==> config.mk <==
export PLATFORM = sky130hd
export DESIGN_NAME = ahb_timer_mc
export DESIGN_NICKNAME = d
export VERILOG_FILES = /design/src/rtl/ahb_timer_mc.sv
export SDC_FILE = /design/constraint.sdc
export NUM_CORES = 1
export LEC_CHECK = 0
export CORE_ASPECT_RATIO = 1.2
export CORE_UTILIZATION = 57
export DETAILED_ROUTE_END_ITERATION = 10
export PLACE_DENSITY_LB_ADDON = 0.2
export SETUP_SLACK_MARGIN = 0.15
export SYNTH_ARGS = -nofsm -noshare
export SYNTH_HDL_FRONTEND = slang
export SYNTH_SLANG_ARGS = --single-unit
==> constraint.sdc <==
create_clock -name hclk -period 3.8 [get_ports hclk]
set_input_delay 0.95 -clock hclk [delete_from_list [all_inputs] [get_ports hclk]]
set_output_delay 0.95 -clock hclk [all_outputs]
set_load 0.05 [all_outputs]
==> src/rtl/ahb_timer_mc.sv <==
// Multi-channel AHB-Lite timer: NCH prescaled up-counters with compare, one-shot or
// periodic expiry and per-channel interrupts, served as a zero-wait-state slave.

module ahb_timer_mc #(
  parameter int AWIDTH = 32,
  parameter int DWIDTH = 32,
  parameter int NCH    = 4,
  parameter int CWIDTH = 32,
  parameter int PWIDTH = 8
) (
  input  logic              hclk,
  input  logic              rst,
  input  logic              hsel_i,
  input  logic              hwrite_i,
  input  logic              hready_i,
  input  logic [2:0]        hsize_i,
  input  logic [2:0]        hburst_i,
  input  logic [1:0]        htrans_i,
  input  logic [DWIDTH-1:0] hwdata_i,
  input  logic [AWIDTH-1:0] haddr_i,
  output logic              hreadyout_o,
  output logic              hresp_o,
  output logic [DWIDTH-1:0] hrdata_o,
  output logic [NCH-1:0]    irq_o,
  output logic              irq_any_o
);

  typedef enum logic [1:0] {
    REG_CTRL  = 2'd0,
    REG_COUNT = 2'd1,
    REG_VALUE = 2'd2,
    REG_PRESC = 2'd3
  } reg_e;

  localparam logic [7:0] ADDR_STATUS = 8'h80;
  localparam logic [7:0] ADDR_START  = 8'h84;

  logic              accept;
  logic              dp_valid;
  logic              dp_write;
  logic              dp_word;
  logic [7:0]        dp_addr;

  logic [2:0]        ch_idx;
  reg_e              reg_sel;
  logic              is_chan;
  logic              sel_status;
  logic              sel_start;
  logic              wr;
  logic [DWIDTH-1:0] rdata;

  logic [NCH-1:0]    en_v;
  logic [NCH-1:0]    ie_v;
  logic [NCH-1:0]    pend_v;
  logic [NCH-1:0]    mode_v;
  logic [CWIDTH-1:0] count_v [NCH];
  logic [CWIDTH-1:0] value_v [NCH];
  logic [PWIDTH-1:0] presc_v [NCH];

  logic              unused_ok;

  assign accept = hsel_i & hready_i & htrans_i[1];

  // Address phase is captured here; the access itself completes in the following cycle.
  always_ff @(posedge hclk) begin
    if (rst) begin
      dp_valid <= 1'b0;
      dp_write <= 1'b0;
      dp_word  <= 1'b0;
      dp_addr  <= '0;
    end else begin
      dp_valid <= accept;
      if (accept) begin
        dp_addr  <= haddr_i[7:0];
        dp_write <= hwrite_i;
        dp_word  <= (hsize_i == 3'b010);
      end
    end
  end

  assign ch_idx     = dp_addr[6:4];
  assign reg_sel    = reg_e'(dp_addr[3:2]);
  assign is_chan    = ~dp_addr[7] && (dp_addr[1:0] == 2'b00) && ({1'b0, ch_idx} < 4'(NCH));
  assign sel_status = (dp_addr == ADDR_STATUS);
  assign sel_start  = (dp_addr == ADDR_START);
  assign wr         = dp_valid & dp_write & dp_word;

  for (genvar n = 0; n < NCH; n++) begin : g_ch
    logic              en_r, ie_r, pend_r, mode_r;
    logic              en_d, ie_d, pend_d, mode_d;
    logic [CWIDTH-1:0] cnt_r, val_r, cnt_d, val_d;
    logic [PWIDTH-1:0] psc_r, pcnt_r, psc_d, pcnt_d;
    logic              hit, tick, expire, w1c, start;

    assign hit    = wr & is_chan & (ch_idx == 3'(n));
    assign tick   = en_r & (pcnt_r == psc_r);
    assign expire = tick & (cnt_r >= val_r);
    assign w1c    = hit & (reg_sel == REG_CTRL) & hwdata_i[2];
    assign start  = wr & sel_start & hwdata_i[n];

    // Hardware expiry is applied first so that a software CTRL write or START can override en.
    always_comb begin
      en_d   = en_r;
      ie_d   = ie_r;
      mode_d = mode_r;
      val_d  = val_r;
      psc_d  = psc_r;
      cnt_d  = cnt_r;
      pcnt_d = pcnt_r;
      if (en_r) begin
        if (tick) begin
          pcnt_d = '0;
          if (expire) begin
            cnt_d = '0;
            if (!mode_r) en_d = 1'b0;
          end else begin
            cnt_d = cnt_r + CWIDTH'(1);
          end
        end else begin
          pcnt_d = pcnt_r + PWIDTH'(1);
        end
      end
      if (hit && reg_sel == REG_CTRL) begin
        en_d   = hwdata_i[0];
        ie_d   = hwdata_i[1];
        mode_d = hwdata_i[3];
      end
      if (hit && reg_sel == REG_VALUE) val_d = hwdata_i[CWIDTH-1:0];
      if (hit && reg_sel == REG_PRESC) begin
        psc_d  = hwdata_i[PWIDTH-1:0];
        pcnt_d = '0;
      end
      if (start) en_d = 1'b1;
      if (!en_d) begin
        cnt_d  = '0;
        pcnt_d = '0;
      end
    end

    // An expiry in the same cycle as a W1C keeps the pending flag set.
    assign pend_d = expire | (pend_r & ~w1c);

    always_ff @(posedge hclk) begin
      if (rst) begin
        en_r   <= 1'b0;
        ie_r   <= 1'b0;
        pend_r <= 1'b0;
        mode_r <= 1'b0;
        cnt_r  <= '0;
        val_r  <= '0;
        psc_r  <= '0;
        pcnt_r <= '0;
      end else begin
        en_r   <= en_d;
        ie_r   <= ie_d;
        pend_r <= pend_d;
        mode_r <= mode_d;
        cnt_r  <= cnt_d;
        val_r  <= val_d;
        psc_r  <= psc_d;
        pcnt_r <= pcnt_d;
      end
    end

    assign en_v[n]    = en_r;
    assign ie_v[n]    = ie_r;
    assign pend_v[n]  = pend_r;
    assign mode_v[n]  = mode_r;
    assign count_v[n] = cnt_r;
    assign value_v[n] = val_r;
    assign presc_v[n] = psc_r;
  end

  always_comb begin
    rdata = '0;
    if (dp_valid && !dp_write) begin
      if (is_chan) begin
        for (int n = 0; n < NCH; n++) begin
          if (ch_idx == 3'(n)) begin
            case (reg_sel)
              REG_CTRL:  rdata[3:0]        = {mode_v[n], pend_v[n], ie_v[n], en_v[n]};
              REG_COUNT: rdata[CWIDTH-1:0] = count_v[n];
              REG_VALUE: rdata[CWIDTH-1:0] = value_v[n];
              REG_PRESC: rdata[PWIDTH-1:0] = presc_v[n];
              default:   rdata             = '0;
            endcase
          end
        end
      end else if (sel_status) begin
        rdata[NCH-1:0] = pend_v;
      end
    end
  end

  assign hrdata_o    = rdata;
  assign hreadyout_o = 1'b1;
  assign hresp_o     = 1'b0;
  assign irq_o       = pend_v & ie_v;
  assign irq_any_o   = |(pend_v & ie_v);

  assign unused_ok = ^{hburst_i, haddr_i[AWIDTH-1:8], hwdata_i};

endmodule
==> results.tsv <==
stage	metric	value	unit
run_status	run status	finished, violations left	
run_status	failing checks	DRC	
power	Sw Share	22.48	%
clocking	clk root buf	clkbuf_16	
synthesis	Seq cells post-synth	347	
drt	ANT nets after route	0	
clocking	Clk Latency, worst-skew pair	550	ps
clocking	TritonCTS clock tree	yes	
grt	largest net degree at the start of global routing	83	
drt	Vias	19260	
final_layout	Synth-to-Final Area Change	17.15	%
drt	drt pass-1 iters	9	
synthesis	Mapped Cells	2602	
power	Flop pwr share	46.3	%
die	starting density of the core	57.87	%
final_layout	fraction of layout cells with a size suffix above 1	9.220	%
final_layout	final-layout fill cell count	2814	
sta	Slew Viols, Final	0	
sta	Final Hold Fails	0	
grt	vias in the first global route	18370	
placed_design	DPL Wire Length	43240	µm
final_layout	commonest non-fill, non-tap cell in the layout	nand2_1	
worst_setup_path	R2R setup slack	680	ps
synthesis	Async S/R FF share, synth	0	%
grt	total gr overflow	0	
flow_run	max_cap viols	0	
worst_setup_path	Worst Setup End Kind	primary output	
grt	first-pass GRT wire length	96220	µm
die	IO Count	116	
worst_setup_path	CP Max Fanout	7	
die	DIE WIDTH	171.6	µm
die	Row Count	74	
sta	fmax	275.2	MHz
grt	antenna violations before repair	0	
worst_setup_path	critical path cell sequence	inv_4 > ha_4 > buf_8 > a222oi_1 > nor2_1 > a21oi_1 > o22ai_1 > o21ai_1 > a21oi_2 > buf_12	
placed_design	Final GP Congestion	0.9781	
power	peak supply drop	0.3104	mV
sta	Worst Skew	12.02	ps
die	core area	33980	µm²
final_layout	most frequent cells in the layout	490 x nand2_1, 342 x dfxtp_1, 270 x a21oi_1	
power	Logic pwr share	3.7	%
power	Sw Pwr	1.772	mW
sta	Slew headroom	19.72	%
drt	DRT iter0 DRCs	1860	
synthesis	warnings from Yosys	0	
grt	total track usage	34.95	%
synthesis	Synth cell types	64	
synthesis	sequential cell area fraction in the yosys report	35.33	%
sta	min cycle time layout	3634	ps
synthesis	EDFF count, synth	0	
drt	routed vias/inst	6.164	
final_layout	Diodes inserted	0	
power	Pleak	7.537	nW
power	P_int	6.110	mW
worst_setup_path	Critical Path RT	2850	ps
placed_design	pre-CTS setup slack	386.9	ps
power	pwr/cell area	342.2	nW/µm²
worst_setup_path	CP arrival	2680	ps
sta	unrepaired setup endpoints after global routing	true	
sta	Worst Tran Pin Value	1204	ps
grt	busiest layer in global routing	met2	
clocking	CTS max path bufs	3	
drt	Wirelength per Cell	19.94	µm
die	chip height	205.5	µm
worst_hold_path	Hold Path Class	reg -> reg	
die	Die Area	35250	µm²
sta	setup violators final	0	
synthesis	dominant synthesized flop cell	dfxtp_1	
worst_setup_path	Worst setup SP type	register	
synthesis	Synth Area per Inst	7.557	µm²
sta	setup TNS	0	ps
worst_setup_path	crit path buf inv count	3	
grt	met3 usage in global routing	5.366	%
clocking	clk slew on worst S/H paths	60	ps
final_layout	final core occ	67.80	%
worst_setup_path	crit-path leading delay family	compound AO/OA/AOI/OAI gates	
sta	fin crit share	95.63	%
drt	Residual DRC	1	
final_layout	Final nets	2856	
placed_design	port buffer count	85	
power	Clk network pwr share	50.0	%
sta	fin worst setup slack	166.1	ps
synthesis	syn_nets	2820	
grt	routing usage on met2	58.00	%
clocking	CTS Sinks	347	
grt	grt met1 use	39.81	%
worst_setup_path	Slowest-stage cell, CP	a222oi_1	
worst_setup_path	crit path kind	reg -> out	
clocking	CTS H-tree depth	2	
drt	total wire length	62290	µm
clocking	total CTS buffers	39	
synthesis	Syn Std Cell Area	19660	µm²
worst_setup_path	CP max stage delay	440	ps
[timing repair]
| action | CTS | global route |
|---|---|---|
| setup endpoints to repair | 32 | 29 |
| resized for setup | 23 | 27 |
| pin swaps | 3 | 14 |
| gates cloned | 0 | 1 |
| hold buffers | 0 | 0 |
| buffers inserted | 10 | 1 |
[registers in the layout, summed over array words and instances, names as in the netlist]
register / cells
g_ch.mode_r: 4
dp_write: 1
g_ch.psc_r: 32
g_ch.en_r: 4
g_ch.val_r: 128
dp_valid: 1
dp_word: 1
g_ch.pend_r: 4
g_ch.pcnt_r: 32
g_ch.ie_r: 4
g_ch.cnt_r: 128
dp_addr: 8
[logic make-up after synthesis]
group                    Yosys count  synth area share, %
AND/OR/NAND/NOR                 1108                25.31
XOR/XNOR                         164                7.419
buffers and inverters            302                6.007
adder cells (fa/ha/maj)          141                8.972
flip-flops                       347                35.33
AO/OA/AOI/OAI                    533                16.67
other                              2              0.03819
multiplexers                       5               0.2545
[metal layers]
layer	vias up	routed length (µm)
li1	9036	-
met2	857	29200
met3	263	4179
met5	-	0
met1	9100	23550
met4	0	5355
[tightest hold or removal path, delay by kind of cell (launching register included)]
family	cells	cell delay, ps
compound gates	1	50
flops	1	310
simple gates	1	50
[synthesized netlist by cell type, drive strengths merged (3+ instances only)]
cell type / count / area [µm²]
nand2: 491 / 1846
dfxtp: 347 / 6947
a21oi: 283 / 1428
nor2: 260 / 975.9
inv: 155 / 581.8
ha: 141 / 1764
clkbuf: 121 / 459.2
nand3: 99 / 495.5
xnor2: 94 / 845.8
a22oi: 81 / 608.1
nor3: 80 / 425.4
xor2: 70 / 613.1
nand4: 59 / 369.1
o21ai: 39 / 195.2
o22ai: 32 / 200.2
a221oi: 28 / 245.2
buf: 26 / 140.1
and3: 23 / 143.9
a222oi: 19 / 190.2
and4: 19 / 166.4
and2: 15 / 93.84
or3: 15 / 98.84
nor4: 13 / 117.6
a211oi: 11 / 82.58
a21o: 11 / 82.58
nand2b: 9 / 56.30
nor2b: 6 / 37.54
a211o: 5 / 43.79
a31oi: 5 / 31.28
mux2i: 5 / 50.05
nand4b: 5 / 43.79
or2: 4 / 25.02
o31ai: 3 / 22.52
[worst paths after layout]
kind	depth (start not counted)	start	endpoint
worst min-delay path	2	g_ch[1].val_r[30]$_SDFFE_PP0P_	g_ch[1].val_r[30]$_SDFFE_PP0P_
worst max register to register	6	dp_addr[6]$_SDFFE_PP0P_	g_ch[3].cnt_r[21]$_SDFFE_PP0P_
worst min register to register	2	g_ch[1].val_r[30]$_SDFFE_PP0P_	g_ch[1].val_r[30]$_SDFFE_PP0P_
worst max-delay path	10	dp_addr[2]$_SDFFE_PP0P_	hrdata_o[1]
[power groups by stage]
stage | clock network, mW | logic [mW] | registers, mW
6_report | 3.94 | 0.294 | 3.65
5_1_grt | 4.12 | 0.297 | 3.65
4_1_cts | 3.98 | 0.274 | 3.65
3_5_place_dp | 0 | 0.258 | 3.73
3_3_place_gp | 0 | 0.256 | 3.73
2_1_floorplan | 0 | 0.116 | 3.72
[final cells by class]
class	count	area, µm²	area share [%]
well taps	456	570.5	2.477
repair buffers	141	1719	7.463
inverters	155	584.3	2.536
clock buffers	61	1201	5.214
multi-input cells	1954	11880	51.55
clock inverters	10	131.4	0.5703
flip-flops and latches	347	6955	30.19
[per-stage QoR]
stage,power (mW),instances,cell area [µm²],hold slack [ps]
after floorplan,3.840,2602,19790,427.4
after global placement,3.984,3041,21380,443.0
after detailed placement,3.986,3041,21380,447.8
after CTS,7.897,3122,22930,456.4
after global routing,8.060,3124,23040,467.1
final,7.882,3124,23040,457.6
(Power assumes the default switching activity.)
